## src/rtl/uart_rx_fifo_if.sv

```systemverilog
// uart_rx_fifo_if
// Consumer-side handshake bundle for uart_rx_fifo.
//   rx_data  : FIFO head byte, valid while rx_valid
//   rx_valid : FIFO not empty
//   rx_ready : consumer accepts the head when rx_valid && rx_ready
//   level    : current FIFO occupancy
// Modports:
//   master : the receiver/FIFO side (drives data, valid, level)
//   slave  : the consumer side (drives ready)
interface uart_rx_fifo_if #(
    parameter int DEPTH = 8
);
    localparam int LW = $clog2(DEPTH) + 1;

    logic [7:0]    rx_data;
    logic          rx_valid;
    logic          rx_ready;
    logic [LW-1:0] level;

    modport master (
        output rx_data,
        output rx_valid,
        output level,
        input  rx_ready
    );

    modport slave (
        input  rx_data,
        input  rx_valid,
        input  level,
        output rx_ready
    );
endinterface

```

## src/rtl/uart_rx_fifo.sv

```systemverilog
// uart_rx_fifo
// UART receiver (8 data bits, LSB first, one stop bit) oversampled at the
// system clock, feeding a first-word-fall-through byte FIFO.
//
// Optional feature: define UART_RX_PARITY_EN to receive an even parity bit
// between the data and stop bits; without it parity_err is tied to 0.
//
// Parameters:
//   FREQ  : system clock in Hz
//   BAUD  : line rate; CPS = FREQ/BAUD clocks per bit (4 <= CPS < 2^16)
//   DEPTH : FIFO entries, power of two, >= 2
// Ports:
//   clk, rst_n : clock, asynchronous active-low reset
//   rx         : serial line, idle high, asynchronous to clk
//   bus        : consumer handshake (rx_data, rx_valid, rx_ready, level)
//   frame_err  : one-cycle pulse, stop bit sampled low
//   parity_err : one-cycle pulse, parity mismatch
//   overrun    : one-cycle pulse, byte dropped because FIFO full
module uart_rx_fifo #(
    parameter int FREQ  = 50_000_000,
    parameter int BAUD  = 115_200,
    parameter int DEPTH = 8
) (
    input  logic              clk,
    input  logic              rst_n,
    input  logic              rx,
    uart_rx_fifo_if.master    bus,
    output logic              frame_err,
    output logic              parity_err,
    output logic              overrun
);
    localparam int CPS = FREQ / BAUD;
    localparam int AW  = $clog2(DEPTH);
    localparam int PW  = AW + 1;

    localparam logic [15:0] TICK_CNT = 16'(CPS - 1);
    localparam logic [15:0] HALF_CNT = 16'(CPS / 2 - 1);

    localparam logic [2:0] S_IDLE   = 3'd0;
    localparam logic [2:0] S_START  = 3'd1;
    localparam logic [2:0] S_DATA   = 3'd2;
`ifdef UART_RX_PARITY_EN
    localparam logic [2:0] S_PARITY = 3'd3;
`endif
    localparam logic [2:0] S_STOP   = 3'd4;
    localparam logic [2:0] S_BREAK  = 3'd5;

    // ------------------------------------------------------------------
    // Two-flop synchronizer, reset to the idle (high) line level
    // ------------------------------------------------------------------
    logic rx_meta;
    logic rxs;

    always_ff @(posedge clk or negedge rst_n) begin
        if (!rst_n) begin
            rx_meta <= 1'b1;
            rxs     <= 1'b1;
        end else begin
            rx_meta <= rx;
            rxs     <= rx_meta;
        end
    end

    // ------------------------------------------------------------------
    // Framing FSM
    // ------------------------------------------------------------------
    logic [2:0]  state;
    logic [15:0] cnt;
    logic [2:0]  bitn;
    logic [7:0]  shift;
    logic        push_q;
    logic [7:0]  push_byte;
    logic        tick;
    logic        half;

    assign tick = (cnt == TICK_CNT);
    assign half = (cnt == HALF_CNT);

`ifdef UART_RX_PARITY_EN
    logic perr;
    logic perr_pulse;
`endif

    always_ff @(posedge clk or negedge rst_n) begin
        if (!rst_n) begin
            state     <= S_IDLE;
            cnt       <= '0;
            bitn      <= '0;
            shift     <= '0;
            push_q    <= 1'b0;
            push_byte <= '0;
            frame_err <= 1'b0;
`ifdef UART_RX_PARITY_EN
            perr       <= 1'b0;
            perr_pulse <= 1'b0;
`endif
        end else begin
            push_q    <= 1'b0;
            frame_err <= 1'b0;
`ifdef UART_RX_PARITY_EN
            perr_pulse <= 1'b0;
`endif
            cnt <= cnt + 16'd1;
            case (state)
                S_IDLE: begin
                    cnt <= '0;
                    if (!rxs) state <= S_START;
                end
                S_START: begin
                    // Re-check the line at mid start bit to reject glitches.
                    if (half) begin
                        cnt <= '0;
                        if (rxs) begin
                            state <= S_IDLE;
                        end else begin
                            state <= S_DATA;
                            bitn  <= '0;
                        end
                    end
                end
                S_DATA: begin
                    if (tick) begin
                        cnt         <= '0;
                        shift[bitn] <= rxs;
                        bitn        <= bitn + 3'd1;
                        if (bitn == 3'd7) begin
`ifdef UART_RX_PARITY_EN
                            state <= S_PARITY;
`else
                            state <= S_STOP;
`endif
                        end
                    end
                end
`ifdef UART_RX_PARITY_EN
                S_PARITY: begin
                    if (tick) begin
                        cnt   <= '0;
                        perr  <= rxs ^ (^shift);
                        state <= S_STOP;
                    end
                end
`endif
                S_STOP: begin
                    // Decision at mid stop bit so back-to-back frames fit.
                    if (tick) begin
                        cnt <= '0;
                        if (!rxs) begin
                            frame_err <= 1'b1;
                            state     <= S_BREAK;
`ifdef UART_RX_PARITY_EN
                        end else if (perr) begin
                            perr_pulse <= 1'b1;
                            state      <= S_IDLE;
`endif
                        end else begin
                            push_q    <= 1'b1;
                            push_byte <= shift;
                            state     <= S_IDLE;
                        end
                    end
                end
                S_BREAK: begin
                    cnt <= '0;
                    if (rxs) state <= S_IDLE;
                end
                default: begin
                    cnt   <= '0;
                    state <= S_IDLE;
                end
            endcase
        end
    end

`ifdef UART_RX_PARITY_EN
    assign parity_err = perr_pulse;
`else
    assign parity_err = 1'b0;
`endif

    // ------------------------------------------------------------------
    // FWFT FIFO; pointers carry one extra wrap bit to tell full from empty
    // ------------------------------------------------------------------
    logic [7:0]    mem [DEPTH];
    logic [PW-1:0] wr_ptr;
    logic [PW-1:0] rd_ptr;
    logic          empty;
    logic          full;
    logic          pop;
    logic          push_ok;

    assign empty   = (wr_ptr == rd_ptr);
    assign full    = ((wr_ptr ^ rd_ptr) == {1'b1, {AW{1'b0}}});
    assign pop     = !empty && bus.rx_ready;
    // A pop in the same cycle frees a slot, so a push into a full FIFO is
    // still accepted then.
    assign push_ok = push_q && (!full || pop);

    always_ff @(posedge clk or negedge rst_n) begin
        if (!rst_n) begin
            for (int unsigned i = 0; i < DEPTH; i++) mem[i] <= '0;
            wr_ptr  <= '0;
            rd_ptr  <= '0;
            overrun <= 1'b0;
        end else begin
            overrun <= push_q && full && !pop;
            if (push_ok) begin
                mem[wr_ptr[AW-1:0]] <= push_byte;
                wr_ptr              <= wr_ptr + 1'b1;
            end
            if (pop) rd_ptr <= rd_ptr + 1'b1;
        end
    end

    assign bus.rx_data  = mem[rd_ptr[AW-1:0]];
    assign bus.rx_valid = !empty;
    assign bus.level    = wr_ptr - rd_ptr;

endmodule
```

## src/flat_wrapper.sv

```systemverilog
// flat-port wrapper written by rule: the top's interface ports become plain ports
module uart_rx_fifo_flat 
#(
    parameter int FREQ  = 50_000_000,
    parameter int BAUD  = 115_200,
    parameter int DEPTH = 8
)
  (clk, rst_n, rx, frame_err, parity_err, overrun, bus_rx_data, bus_rx_valid, bus_level, bus_rx_ready);
  uart_rx_fifo_if #(.DEPTH(DEPTH)) bus_i ();
  input  logic clk;
  input  logic rst_n;
  input  logic rx;
  output logic frame_err;
  output logic parity_err;
  output logic overrun;
  output wire logic [$bits(bus_i.rx_data)-1:0] bus_rx_data;
  output wire logic [$bits(bus_i.rx_valid)-1:0] bus_rx_valid;
  output wire logic [$bits(bus_i.level)-1:0] bus_level;
  input wire logic [$bits(bus_i.rx_ready)-1:0] bus_rx_ready;
  assign bus_rx_data = bus_i.rx_data;
  assign bus_rx_valid = bus_i.rx_valid;
  assign bus_level = bus_i.level;
  assign bus_i.rx_ready = bus_rx_ready;
  uart_rx_fifo #(.FREQ(FREQ), .BAUD(BAUD), .DEPTH(DEPTH)) u_core (.clk(clk), .rst_n(rst_n), .rx(rx), .bus(bus_i), .frame_err(frame_err), .parity_err(parity_err), .overrun(overrun));
endmodule
```

## config.mk

```make
export PLATFORM = sky130hd
export DESIGN_NAME = uart_rx_fifo_flat
export DESIGN_NICKNAME = d
export VERILOG_FILES = /design/src/rtl/uart_rx_fifo_if.sv /design/src/rtl/uart_rx_fifo.sv /design/src/flat_wrapper.sv
export SDC_FILE = /design/constraint.sdc
export NUM_CORES = 1
export LEC_CHECK = 0
export BUFFER_PORTS_ARGS = -buffer_cell sky130_fd_sc_hd__buf_2
export CORE_ASPECT_RATIO = 1.25
export CORE_MARGIN = 2
export CORE_UTILIZATION = 30
export CTS_CLUSTER_DIAMETER = 40
export DETAILED_ROUTE_END_ITERATION = 10
export GPL_TIMING_DRIVEN = 0
export RECOVER_POWER = 100
export SKIP_CTS_REPAIR_TIMING = 1
export SYNTH_ARGS = -nofsm -noshare
export SYNTH_HDL_FRONTEND = slang
export SYNTH_SLANG_ARGS = --single-unit
```

## constraint.sdc

```tcl
create_clock -name clk -period 3.77 [get_ports clk]
set_input_delay 0.754 -clock clk [delete_from_list [all_inputs] [get_ports clk]]
set_output_delay 0.754 -clock clk [all_outputs]
set_load 0.05 [all_outputs]
```

# Word-level counts from Yosys, hierarchy flattened
# Cells that the tools add are included.
# word_totals
inputBits	4
wordCells	97
regBits	115
out_inout_bits	16
# op_classes
addsub	5
n_eq_ne	16
n_bitwise	3
n_lt_le_gt_ge	5
reduce_logical	17
mux	31
# op_table
op	count
bitwise mux 64 bit	1
two-way mux 16 bit	2
case mux 16 bit (2 select lines)	1
two-way mux 3 bit	10
binary-select mux 8 bit (select 3 bit)	1
demux 8 bit (select 3 bit)	1
two-way mux 8 bit	3
adder 16 x 1 -> 16 bit (second input constant)	1
equality test 16 x 8 -> 1 bit (second input constant)	1
equality test 16 x 9 -> 1 bit (second input constant)	1
case mux 3 bit (5 select lines)	1
!= test 2 x 1 -> 1 bit (second input constant)	5
equality test 3 bit (second input constant)	3
adder 4 x 1 -> 4 bit (second input constant)	2
bitwise mux 8 bit	1
greater-or-equal comparator 4 bit (second input constant)	2
inverter 3 -> 4 bit	2
two-way mux 1 bit	7
logical AND 1 bit	6
case mux 3 bit (2 select lines)	1
AND reduction 6 bit	1
equality test 4 bit	1
equality test 4 bit (second input constant)	1
< comparator 3 x 4 -> 1 bit (second input constant)	1
18 further kinds	21

# Logic depth before layout (Yosys ltp)
# Gate-level depths: netlist (run 1).
# logic_depth
depth_word	6
depth_mapped	9
mapped_depth_nobuf	6

# Worst setup path after synthesis (run 1)
# Ideal clock, no wire load.
# synth_path
kind	flip-flop to output port
from	register u_core.rd_ptr[1]
to	output port bus_level[3]
setup_slack_ps	601
t_arrival_ps	2415
path_buffers	2
stages_incl_launch_ff	8
path_cell_list	dfrtp_1 -> clkbuf_1 -> clkbuf_1 -> inv_1 -> ha_1 -> a21o_1 -> a21oi_1 -> xnor2_1
# synth_via
elab_chain_cells	1
# synth_lines
item	line_no	text
from (decl)	uart_rx_fifo.sv:186	logic [PW-1:0] rd_ptr;
from (signal assigned)	uart_rx_fifo.sv:211	if (pop) rd_ptr <= rd_ptr + 1'b1;
subtractor 4 bit	uart_rx_fifo.sv:217	assign bus.level = wr_ptr - rd_ptr;
to (decl)	flat_wrapper.sv:18	output wire logic [$bits(bus_i.level)-1:0] bus_level;
# Every way passes these cells.

# Worst setup path after layout (run 1)
# Same ends and word-level chain as after synthesis.

==> results.md, run 1 <==
Route:
- The post-detailed-route via-to-cell ratio is 4.93.
- The wire length per cell after detailed routing is between 15 and 20 um.
- The final wirelength is between 10,000 and 15,000 um.
- The count of nets left with antenna violations once routing finished came out at 0.
- In this run, the number of DRC markers left after iteration 0 of detailed routing was just over 200.
- Summing over every cut layer, the via total after detailed routing is around 3,400.
- The first-pass iteration count of the detailed router is 4.
- After detailed routing, the number of remaining DRC violations is 0.

Min path:
- The worst hold path depth is 0.
- The kind of path behind the tightest hold check is reg -> reg.
- The startpoint identified for the worst hold timing path is u_core.rx_meta.
- For hold timing, the worst endpoint is u_core.rxs.

Global routing:
- The first global-routing pass estimated 19,200 um of wire.
- The number of antenna violations at the first check in global routing came to 0.
- Across every metal layer, demand over resource in global routing totals between 10% and 20%.
- Entering global routing, the biggest net connects 59 pins.
- Global routing finished with a remaining overflow of 0.
- The number of global-route vias before repair is between 3,000 and 4,000.

Final layout:
- In the final layout, the share of cells above drive strength 1 is between 30% and 40%.
- Cells fill 35.7% of the core in the end.
- The most frequent standard cell in the layout excluding fill and tap cells is sky130_fd_sc_hd__dfrtp_1.
- For this run, the post-layout net count is about 470.
- From synthesis to final layout, the design area changed by 16.4%.
- Leaving out fill and tap cells, the most frequent cells in the layout are 113 x sky130_fd_sc_hd__dfrtp_1, 73 x sky130_fd_sc_hd__mux2_2, 37 x sky130_fd_sc_hd__nand2_1.
- The number of fillers in the final layout is around 1,800.
- The repair_antennas step left the layout with diodes totalling 0.

Pwr:
- The ratio of total power to cell area is 570 mW/mm^2.
- The total power is between 3 and 4 mW.
- The leakage dissipation is 3.05 nW.
- VDD sags by at most around 0.00032 V.

Critical path:
- The critical path's top delay family is buffers and inverters.
- Of all nets on the critical path, the largest fanout is 10.
- The critical setup path kind is reg -> out.
- The destination of the worst register-to-register timing path is u_core.mem[35].
- The setup check on the worst reg-to-reg path leaves a slack of between 0.5 and 0.6 ns.
- The standard cell with the maximum stage delay on the critical path is sky130_fd_sc_hd__dfrtp_1.
- The critical path goes through clkbuf_2 -> clkbuf_2 -> inv_1 -> ha_1 -> a21o_1 -> a21oi_1 -> xnor2_1 -> clkbuf_2.
- STA puts the critical path data arrival time at ~2.7 ns.
- The critical path contains buffers and inverters numbering 4 combined.
- STA classifies the critical path endpoint as an output pin.
- At the worst endpoint, the required time is 3.02 ns.
- On the worst path, the slowest cell contributes a delay of approximately 0.4 ns.
- The startpoint identified for the worst register-to-register timing path is u_core.rd_ptr[1].
- The critical path's most frequent cell is sky130_fd_sc_hd__clkbuf_2.
- The element type at the critical path start is a flip-flop.
- The path depth of the worst reg2reg path is 8.

Yosys:
- The number of nets in the synthesized netlist is 430.
- Counting flops and latches in the post-synthesis netlist gives 115.
- In this run, distinct cell masters in the synthesized netlist total 51.
- Summed over all instances, the cell type with the most area after synthesis is sky130_fd_sc_hd__dfrtp_1.
- The post-synthesis instance area is approximately 0.0055 sq mm.
- Summing the sequential cell areas from Yosys gives 51.9% of the chip area.
- In the post-synthesis netlist, the biggest area contributors are sky130_fd_sc_hd__dfrtp_1 51%, sky130_fd_sc_hd__mux2_2 15%, sky130_fd_sc_hd__mux4_2 6.5%.
- For this run, the number of Yosys warnings is 0.
- The synthesized area per cell is ~13 sq um.
- The number of cells produced by synthesis is 415.
- Summed over its instances, the top area cell type makes up around half of the synthesized netlist area.

CTS:
- After clock tree synthesis, the clock-pin slew on the worst setup and hold paths is 0.05 ns.
- The buffer cell driving the clock tree root is sky130_fd_sc_hd__clkbuf_16.
- The clock latency of the later-clocked register in the worst-skew pair is between 0.4 and 0.5 ns.
- The sink count of the clock tree is around 120.
- No sink is reached through more buffers than the 2 on the longest clock path.
- The H-tree depth is 4.
- The number of clock buffers inserted by TritonCTS is 17.
- TritonCTS built the clock tree.

Die:
- The floorplan has 55 rows.
- The vertical extent of the die is 156 um.
- The region available for standard cell placement spans between 0.015 and 0.02 sq mm.
- The number of top-level pins is 20.
- The die outline width is between 100 and 150 um.
- The area enclosed by the die boundary is between 0.015 and 0.02 sq mm.
- The starting density of the core is a little under a third.

Status:
- The flow ran to the end, and the final reports show no timing, DRC or antenna violations.

STA:
- The peak clock frequency supported by timing is between 200 and 300 MHz.
- The routed design could run at a clock period as short as 3.47 ns.
- For the pin with the worst max-slew slack, the measured transition is about 1.4 ns.
- The final hold slack is roughly 0.36 ns.
- The final hold violation count is 0.
- Setup repair after global routing left no endpoint under its margin.
- The max-slew violation count is 0.
- Clock skew on the completed layout was measured at just over 0.009 ns.
- In the finished design, the share of the clock period the worst path needs comes to approximately 92%.
- In this run the tightest slew margin relative to its limit is 3.98%.
- The total setup violations reported at the end of the flow is 0.

Placement:
- The count of buffers added on input and output ports is 18.
- Routability-driven placement finished with a final weighted congestion of just over 0.8.
- Summed over all nets, the half-perimeter wirelength after detailed placement is 7580 um.

Run:
- The count of max-cap constraint violations is 0.
==> where the power goes <==
group	internal, mW	switching (mW)
sequential	1.26	0.0234
combinational	0.183	0.411
clock	1.26	0.544
==> stage by stage <==
| stage | TNS [ns] | instances | worst slack [ns] | cell area [sq um] |
|---|---|---|---|---|
| after floorplan | 0 | 415 | 0.601 | 5550 |
| after global placement | 0 | 661 | 0.378 | 5920 |
| after detailed placement | 0 | 662 | 0.300 | 5950 |
| after CTS | -0.171 | 694 | -0.171 | 6630 |
| after global routing | 0 | 694 | 0.201 | 6460 |
| final | 0 | 694 | 0.298 | 6460 |
==> cell families (layout without fill, tap and decap cells) <==
logic type | count (synthesis) | in the layout | share of synthesized area (%)
other cells | 1 | 1 | 0.0676
simple gates | 124 | 124 | 13.8
fa+ha+maj | 11 | 11 | 2.62
flops | 115 | 115 | 51.9
compound gates | 19 | 19 | 2.26
xor+xnor | 21 | 21 | 3.45
mux | 98 | 98 | 23.7
buf+inv | 26 | 77 | 2.23
==> metal layers <==
metal,vias to the layer above,share of wire [%],track usage (%)
met4,0,2.1,5.50
met2,50,51,21.6
li1,1582,-,-
met1,1768,44,14.6
met3,18,3.2,3.94
met5,-,0,0
==> final cells by class <==
type / instances / area (sq um) / area share [%]
clock buffers: 24 / 502 / 7.77
inverters: 12 / 45.0 / 0.697
multi-input cells: 274 / 2420 / 37.5
repair buffers: 19 / 87.6 / 1.36
clock inverters: 8 / 170 / 2.63
plain buffers: 14 / 67.6 / 1.05
flip-flops and latches: 115 / 2880 / 44.6
well taps: 228 / 285 / 4.42
==> flip-flops by register name, indices dropped and copies added, names as in the netlist <==
name / cells
u_core.cnt: 16
u_core.frame_err: 1
u_core.rd_ptr: 4
u_core.wr_ptr: 4
u_core.state: 3
u_core.push_byte: 8
u_core.shift: 8
u_core.bitn: 3
u_core.mem: 64
u_core.push_q: 1
u_core.overrun: 1
u_core.rxs: 1
u_core.rx_meta: 1
==> Yosys cell counts, drive strengths merged <==
library cell,n
a21o,2
a21oi,7
a22oi,1
and2,2
and2b,1
and3,6
and4,2
and4bb,1
buf,9
clkbuf,5
clkinv,1
conb,1
dfrtp,113
dfstp,2
fa,1
ha,10
inv,11
mux2,82
mux4,16
nand2,37
nand2b,1
nand3,15
nand4,13
nor2,20
nor2b,4
nor3,5
nor4,8
nor4b,1
nor4bb,1
o21ai,4
o221a,1
o2bb2ai,1
o31ai,3
or2,1
or3,5
or4,1
xnor2,14
xor2,7
==> worst max-delay path by stage <==
stage	end	startpoint	slack [ns]	depth (start not counted)
after CTS	bus_level[3]	u_core.rd_ptr[1]	-0.17	8
after detailed placement	bus_level[3]	u_core.rd_ptr[1]	0.30	8
final	bus_level[3]	u_core.rd_ptr[1]	0.30	8
after floorplan	bus_level[3]	u_core.rd_ptr[1]	0.60	7
after global routing	bus_level[3]	u_core.rd_ptr[1]	0.20	8
after global placement	bus_level[3]	u_core.rd_ptr[1]	0.38	8
No activity file was read; power rests on OpenSTA's default activity.
==> inputs of run 2 (changes only) <==
--- a/config.mk
+++ b/config.mk
@@ -7,9 +7,9 @@
 export LEC_CHECK = 0
 export BUFFER_PORTS_ARGS = -buffer_cell sky130_fd_sc_hd__buf_2
 export CORE_ASPECT_RATIO = 1.25
-export CORE_MARGIN = 2
+export CORE_MARGIN = 3
 export CORE_UTILIZATION = 30
-export CTS_CLUSTER_DIAMETER = 40
+export CTS_CLUSTER_DIAMETER = 50
 export DETAILED_ROUTE_END_ITERATION = 10
 export GPL_TIMING_DRIVEN = 0
 export RECOVER_POWER = 100
==> constraint.sdc (replaced) <==
create_clock -name clk -period 3.8 [get_ports clk]
set_input_delay 0.76 -clock clk [delete_from_list [all_inputs] [get_ports clk]]
set_output_delay 0.76 -clock clk [all_outputs]
set_load 0.05 [all_outputs]
==> run 2 against run 1 <==
- the run now ends with capacitance limit, slew limit left
- setup slack improved by 0.075 ns
- flip-flop and latch count unchanged
- routed wire length rose by 0.12%
- combinational power decreased by 2%
- first-iteration DRC count is 4.9% lower
- final area down 2.1%
- via count rose by 0.47%
- clock-buffer cell count is 1 higher
- worst hold slack worse by 0.0010 ns
- critical path depth unchanged
==> results.md, run 2 (synthesized netlist as in run 1, its figures left out) <==
Status:
- The run finished, with violations left.
- The checks that failed: capacitance limit, slew limit.

STA:
- The peak clock frequency supported by timing is approximately 290 MHz.
- Setup repair after global routing left no endpoint under its margin.
- The final sum of negative setup slack is 0 ns (unchanged).
- The smallest clock period supported by the final layout is computed as between 3 and 4 ns.
- The total setup violations reported at the end of the flow came to 0 (unchanged).
- The setup clock skew after layout is 0.00636 ns (-0.00281 ns).
- The pin slew with the least headroom to its limit is 1.62 ns (+0.184 ns).
- The least setup slack across all paths after layout came to 0.373 ns (+0.0753 ns).
- The final hold violation count is 0 (unchanged).
- The max-slew violation count is 66 (+66).
- After layout, the worst path uses approximately 90% of the clock period.
- The relative slew slack is -8.29% (-12 points).
- The final hold slack was 0.355 ns (-0.00101 ns).

CTS:
- The buffer cell driving the clock tree root is sky130_fd_sc_hd__clkbuf_16.
- The clock slew seen by the registers of the worst setup and hold paths is 0.05 ns (about the same).
- The maximum buffer depth of the clock tree came to 2 (unchanged).
- The H-tree depth is 4 (unchanged).
- The clock latency of the later-clocked register in the worst-skew pair is 0.41 ns (about the same).
- The sink count of the clock tree is 115 (unchanged).
- TritonCTS built the clock tree.
- The number of clock buffers inserted by TritonCTS is 17 (unchanged).

Final layout:
- The register with the most flip-flops is u_core.mem.
- Relative to the synthesized area, the layout overhead comes to 14.0%.
- The count of placed standard cells in the final layout, fillers left out is 692 (-0.29%).
- The flip-flop count of the largest register, all copies and words added is 64 (unchanged).
- The final instance area is 0.00632 sq mm (-2.1%).
- The number of nets at the end of the flow is 468 (unchanged).
- The final core utilization is 34.9% (-0.75 points).
- The largest registers in the layout are u_core.mem (64), u_core.cnt (16).
- Leaving out fill and tap cells, the most frequent cell in the layout is sky130_fd_sc_hd__dfrtp_1.
- The fraction of layout instances using a drive strength above 1 is 32.1% (-0.94 points).
- The number of diodes is 0 (unchanged).
- The number of fillers in the final layout is 1,759 (-0.11%).
- Leaving out fill and tap cells, the most frequent cells in the layout are 113 x sky130_fd_sc_hd__dfrtp_1, 73 x sky130_fd_sc_hd__mux2_2, 37 x sky130_fd_sc_hd__nand2_1.

Route:
- The via count is 3,434 (+0.47%).
- The routed length on met1 was 4810 um (-2.0%).
- The post-detailed-route via-to-cell ratio is 4.96 (+0.76%).
- The sum of met2 wire segment lengths after detailed routing is 5830 um (+1.2%).
- The final wirelength is 11,300 um (+0.12%).
- The first-pass iteration count of the detailed router is 4 (unchanged).
- The wire length per cell after detailed routing is 16.3 um (+0.41%).
- The sum of met3 wire segment lengths after detailed routing is 382 um (+4.4%).
- The starting DRC count in detailed routing is 193 (-4.9%).
- The remaining design rule violation count is 0 (unchanged).
- The count of antenna-violating nets left after detailed routing came to 0 (unchanged).
- The uppermost signal routing layer after detailed routing is met4.

Placement:
- The placed cell count came to 662 (unchanged).
- The weighted congestion reported at the end of routability-driven placement is 0.831 (+3.0%).
- The minimum setup slack after placement is 0.334 ns (+0.0337 ns).
- The number of buffer cells added on primary ports is 18 (unchanged).
- The total half-perimeter wirelength after legalization and detailed placement was 7830 um (+3.4%).
- The total placed instance area is 0.00595 sq mm (unchanged).

Pwr:
- The worst supply voltage drop on vdd is 0.000390 V (+20%).
- The leakage dissipation is 3.00 nW (-1.6%).
- The total power is 3.29 mW (-11%).
- The ratio of total power to cell area is 520 mW/mm^2 (-8.8%).

Die:
- The vertical extent of the die was 158 um (+1.3%).
- The total core area is 0.0181 sq mm (unchanged).
- The area enclosed by the die boundary was 0.0202 sq mm (+2.9%).
- The number of cell rows is 55 (unchanged).
- The number of top-level pins is 20 (unchanged).
- The die outline width came to 128 um (+1.6%).
- The starting density of the core is 30.7% (unchanged).

Global routing:
- The global routing usage summed across all routing layers was 12.2% (-0.47 points).
- The number of global-route vias before repair is 3,641 (-2.5%).
- The remaining global-route overflow is 0 (unchanged).
- The number of antenna violations at the first check in global routing is 0 (unchanged).
- The maximum number of pins on one net before global-route repair is 66 (+12%).
- The wire length of the first global-routing pass is 18,900 um (-1.8%).

Critical path:
- The worst setup path is captured at an output pin.
- The data arrival at the endpoint of the critical path came to 2.67 ns (-0.05 ns).
- The critical-path maximum fanout is 10 (unchanged).
- The critical path is of the reg -> out type.
- On the critical path, the stage with the largest delay is an instance of sky130_fd_sc_hd__dfrtp_1.
- The peak per-stage delay on the critical path was 0.39 ns (about the same).
- The critical path goes through clkbuf_2 -> clkbuf_2 -> inv_1 -> ha_1 -> a21o_1 -> a21oi_1 -> xnor2_1 -> clkbuf_2.
- The critical path's most frequent cell is sky130_fd_sc_hd__clkbuf_2.
- The data required time at the worst endpoint is 3.04 ns (+0.02 ns).
- The element type at the critical path start is a flip-flop.

Run:
- The count of max-cap constraint violations was 1 (+1).

Min path:
- The worst hold path belongs to the class reg -> reg.
-- run 2: cell count changes in the layout (fill, tap and decap cells not counted), sizes merged --
cell / change
clkinv: +4
buf: +1
bufinv: -5
clkinvlp: -2
-- run 2: layout make-up --
type / instances / area [sq um] / area share, %
buffer: 14 / 75.1 / 1.19
clock buffer: 25 / 515 / 8.15
clock inverter: 5 / 25.0 / 0.396
inverter: 12 / 45.0 / 0.712
multi-input combinational: 274 / 2410 / 38.1
sequential: 115 / 2880 / 45.5
tap: 228 / 285 / 4.51
timing repair buffer: 19 / 85.1 / 1.35
-- run 2: routing by layer --
layer  GRT usage (%)  vias to the layer above
met2            21.1                       60
met1            14.2                     1774
met5               0                        -
met4            5.41                        0
li1                -                     1575
met3            3.17                       25
-- run 2: critical path: cells and delay by family, from the launching register on --
| kind | cells | cell delay, ns |
|---|---|---|
| AO/OA/AOI/OAI | 2 | 0.33 |
| XOR/XNOR | 1 | 0.13 |
| adder cells (fa/ha/maj) | 1 | 0.34 |
| buffers and inverters | 4 | 1.05 |
| flip-flops | 1 | 0.39 |
-- run 2: worst paths after layout --
path	from	endpoint	slack, ns	cells after the start
max in group asynchronous	rst_n	u_core.cnt[15]	1.06	2
min in group asynchronous	rst_n	u_core.wr_ptr[3]	0.77	1
max	u_core.rd_ptr[1]	bus_level[3]	0.37	8
max reg2reg	u_core.rd_ptr[2]	u_core.mem[43]	0.46	7
min reg2reg	u_core.rx_meta	u_core.rxs	0.35	0
min	u_core.rx_meta	u_core.rxs	0.35	0
-- run 2: where the power goes --
part           switching (mW)  internal (mW)  leakage, nW
Sequential             0.0228           1.25         1.57
Combinational           0.404          0.180         1.15
Clock                   0.508          0.921        0.275
==> inputs of run 3 (changes only) <==
==> constraint.sdc (replaced) <==
create_clock -name clk -period 4.13 [get_ports clk]
set_input_delay 0.826 -clock clk [delete_from_list [all_inputs] [get_ports clk]]
set_output_delay 0.826 -clock clk [all_outputs]
set_load 0.05 [all_outputs]
==> run 3 against run 2 <==
- the run still ends with capacitance limit, slew limit left
- register-to-register slack better by 0.02 ns
- setup slack better by 0.015 ns
- cell count stayed put
- sequential power is 9% lower
- first-iteration DRC count is 2.1% higher
- power is 8.0% lower
- worst hold slack stayed put
- largest cell class unchanged
==> results.md, run 3 (synthesized netlist as in run 1, its figures left out) <==
Pwr:
- The leakage dissipation is 3.00 nW (-0.13%).
- The ratio of total power to cell area is 479 mW/mm^2 (-8.0%).
- The worst supply voltage drop on vdd is 0.000359 V (-8.0%).

Placement:
- The weighted congestion reported at the end of routability-driven placement is 0.831 (unchanged).
- The placed cell count is 662 (unchanged).
- The total half-perimeter wirelength after legalization and detailed placement is 7830 um (unchanged).
- The number of buffer cells added on primary ports is 18 (unchanged).

CTS:
- The clock slew seen by the registers of the worst setup and hold paths is 0.05 ns (about the same).
- The maximum buffer depth of the clock tree is 2 (unchanged).
- The H-tree depth was 4 (unchanged).
- The clock latency of the later-clocked register in the worst-skew pair is 0.41 ns (about the same).
- The TritonCTS clock tree is done.
- The number of clock buffers inserted by TritonCTS is 17 (unchanged).
- The buffer cell driving the clock tree root is sky130_fd_sc_hd__clkbuf_16.
- The sink count of the clock tree is 115 (unchanged).

Die:
- The total core area is 0.0181 sq mm (unchanged).
- The number of cell rows came to 55 (unchanged).
- The vertical extent of the die is 158 um (unchanged).
- The number of top-level pins is 20 (unchanged).
- The die outline width was 128 um (unchanged).
- The area enclosed by the die boundary is 0.0202 sq mm (unchanged).
- The starting density of the core came to 30.7% (unchanged).

Min path:
- The kind of path behind the tightest hold check is reg -> reg.
- In this run the most critical hold path is launched from u_core.rx_meta.
- The worst hold path depth came to 0 (unchanged).
- The worst hold path terminates at u_core.rxs.

STA:
- The pin slew with the least headroom to its limit came to 1.62 ns (-0.00741 ns).
- For this run, the top clock speed supported by timing is about 270 MHz.
- The final sum of negative setup slack is 0 ns (unchanged).
- The total setup violations reported at the end of the flow is 0 (unchanged).
- The max-slew violation count is 66 (unchanged).
- The setup clock skew after layout is 0.00618 ns (-0.000179 ns).
- The final hold violation count is 0 (unchanged).
- The relative slew slack is -7.80% (+0.49 points).
- The post-layout minimum cycle time is 3.74 ns.
- The final hold slack is 0.355 ns (unchanged).
- Setup repair after global routing left no endpoint under its margin.
- After layout, the worst path uses between 90% and 100% of the clock period.

Global routing:
- The remaining global-route overflow is 0 (unchanged).
- The number of global-route vias before repair was 3,641 (unchanged).
- The maximum number of pins on one net before global-route repair is 66 (unchanged).
- The number of antenna violations at the first check in global routing is 0 (unchanged).
- The wire length of the first global-routing pass was 18,900 um (unchanged).
- The global routing usage summed across all routing layers came to 12.2% (unchanged).

Final layout:
- In the final layout, the registers with the most flip-flops are u_core.mem (64), u_core.cnt (16).
- The growth of design area from synthesis to finish is 13.9% (about the same).
- Leaving out fill and tap cells, the most frequent cells in the layout are 113 x sky130_fd_sc_hd__dfrtp_1, 73 x sky130_fd_sc_hd__mux2_2, 37 x sky130_fd_sc_hd__nand2_1.
- Ranked by flip-flop count, first place goes to u_core.mem.
- The number of diodes is 0 (unchanged).
- The number of nets at the end of the flow is 468 (unchanged).
- The count of placed standard cells in the final layout, fillers left out is 692 (unchanged).
- The flip-flop count of the largest register, all copies and words added was 64 (unchanged).
- The fraction of layout instances using a drive strength above 1 came to 31.9% (-0.22 points).
- The most frequent standard cell in the layout excluding fill and tap cells is sky130_fd_sc_hd__dfrtp_1.

Critical path:
- The endpoint identified for the worst register-to-register timing path is u_core.mem[48].
- STA classifies the critical path startpoint as a flip-flop.
- The path depth of the worst reg2reg path is 8 (+1).
- The data arrival at the endpoint of the critical path is 2.92 ns (+0.25 ns).
- In this run the worst setup path begins at u_core.rd_ptr[1].
- The critical-path maximum fanout came to 10 (unchanged).
- The startpoint of the most critical register-to-register path is u_core.rd_ptr[1].
- The reg2reg setup slack was 0.48 ns (+0.02 ns).
- The critical setup path kind is reg -> out.
- STA classifies the critical path endpoint as an output pin.
- The data required time at the worst endpoint is 3.30 ns (+0.26 ns).

Route:
- The starting DRC count in detailed routing is 197 (+2.1%).
- The remaining design rule violation count is 0 (unchanged).
- The count of antenna-violating nets left after detailed routing was 0 (unchanged).
- The post-detailed-route via-to-cell ratio was 4.95 (-0.26%).
- The final wirelength came to 11,300 um (-0.27%).
- The wire length per cell after detailed routing is 16.3 um (-0.27%).
- The first-pass iteration count of the detailed router is 4 (unchanged).
- The via count came to 3,425 (-0.26%).

Status:
- The final reports fail on capacitance limit, slew limit.
- The flow ran to the end, but the final reports show violations.

Run:
- The count of max-cap constraint violations came to 1 (unchanged).
==> run 3: cell types whose count changed in the layout (fill, tap and decap cells not counted) <==
cell and change:
sky130_fd_sc_hd__nor3_1 +1, sky130_fd_sc_hd__nor3_2 -1
==> run 3: area by class of cell <==
| cell class | instances | area [sq um] |
|---|---|---|
| inverter | 12 | 45.0 |
| timing repair buffer | 19 | 87.6 |
| buffer | 14 | 72.6 |
| multi-input combinational | 274 | 2410 |
| tap | 228 | 285 |
| fill | 1761 | 11800 |
| clock buffer | 25 | 515 |
| sequential | 115 | 2880 |
| clock inverter | 5 | 25.0 |
==> run 3: stage by stage <==
step	worst slack, ns	area [sq um]	power (mW)	utilization, %
4_1_cts	0.149	6490	3.08	35.9
3_3_place_gp	0.638	5920	1.74	32.7
6_report	0.388	6320	3.02	34.9
5_1_grt	0.155	6320	3.16	34.9
2_1_floorplan	0.889	5550	1.61	-
3_5_place_dp	0.598	5950	1.75	32.9
==> run 3: critical path, stage by stage (launching register included) <==
cell and delay, ns:
sky130_fd_sc_hd__dfrtp_1 0.39, sky130_fd_sc_hd__clkbuf_1 0.52, sky130_fd_sc_hd__clkbuf_2 0.42, sky130_fd_sc_hd__inv_1 0.08
sky130_fd_sc_hd__ha_1 0.34, sky130_fd_sc_hd__a21o_1 0.17, sky130_fd_sc_hd__a21oi_1 0.16, sky130_fd_sc_hd__xnor2_1 0.13
sky130_fd_sc_hd__clkbuf_2 0.29
==> run 3: where the power goes <==
part / internal (mW) / leakage (nW) / switching, mW
Sequential: 1.15 / 1.57 / 0.0209
Combinational: 0.164 / 1.15 / 0.371
Clock: 0.848 / 0.275 / 0.468
==> run 3: how the worst max path moves through the flow <==
| stage | endpoint | slack (ns) | cells after the start |
|---|---|---|---|
| after detailed placement | bus_level[3] | 0.60 | 8 |
| final | bus_level[3] | 0.39 | 8 |
| after global placement | bus_level[3] | 0.64 | 8 |
| after CTS | bus_level[3] | 0.15 | 8 |
| after global routing | bus_rx_data[2] | 0.15 | 6 |
| after floorplan | bus_level[3] | 0.89 | 7 |
==> run 3: per-layer routing <==
layer / share of wire [%] / up-vias / track usage, % / wire, um
li1: - / 1576 / - / -
met1: 43 / 1769 / 14.2 / 4820
met2: 52 / 56 / 21.1 / 5810
met3: 3.2 / 24 / 3.17 / 363
met4: 2.3 / 0 / 5.41 / 262
met5: 0 / - / 0 / 0
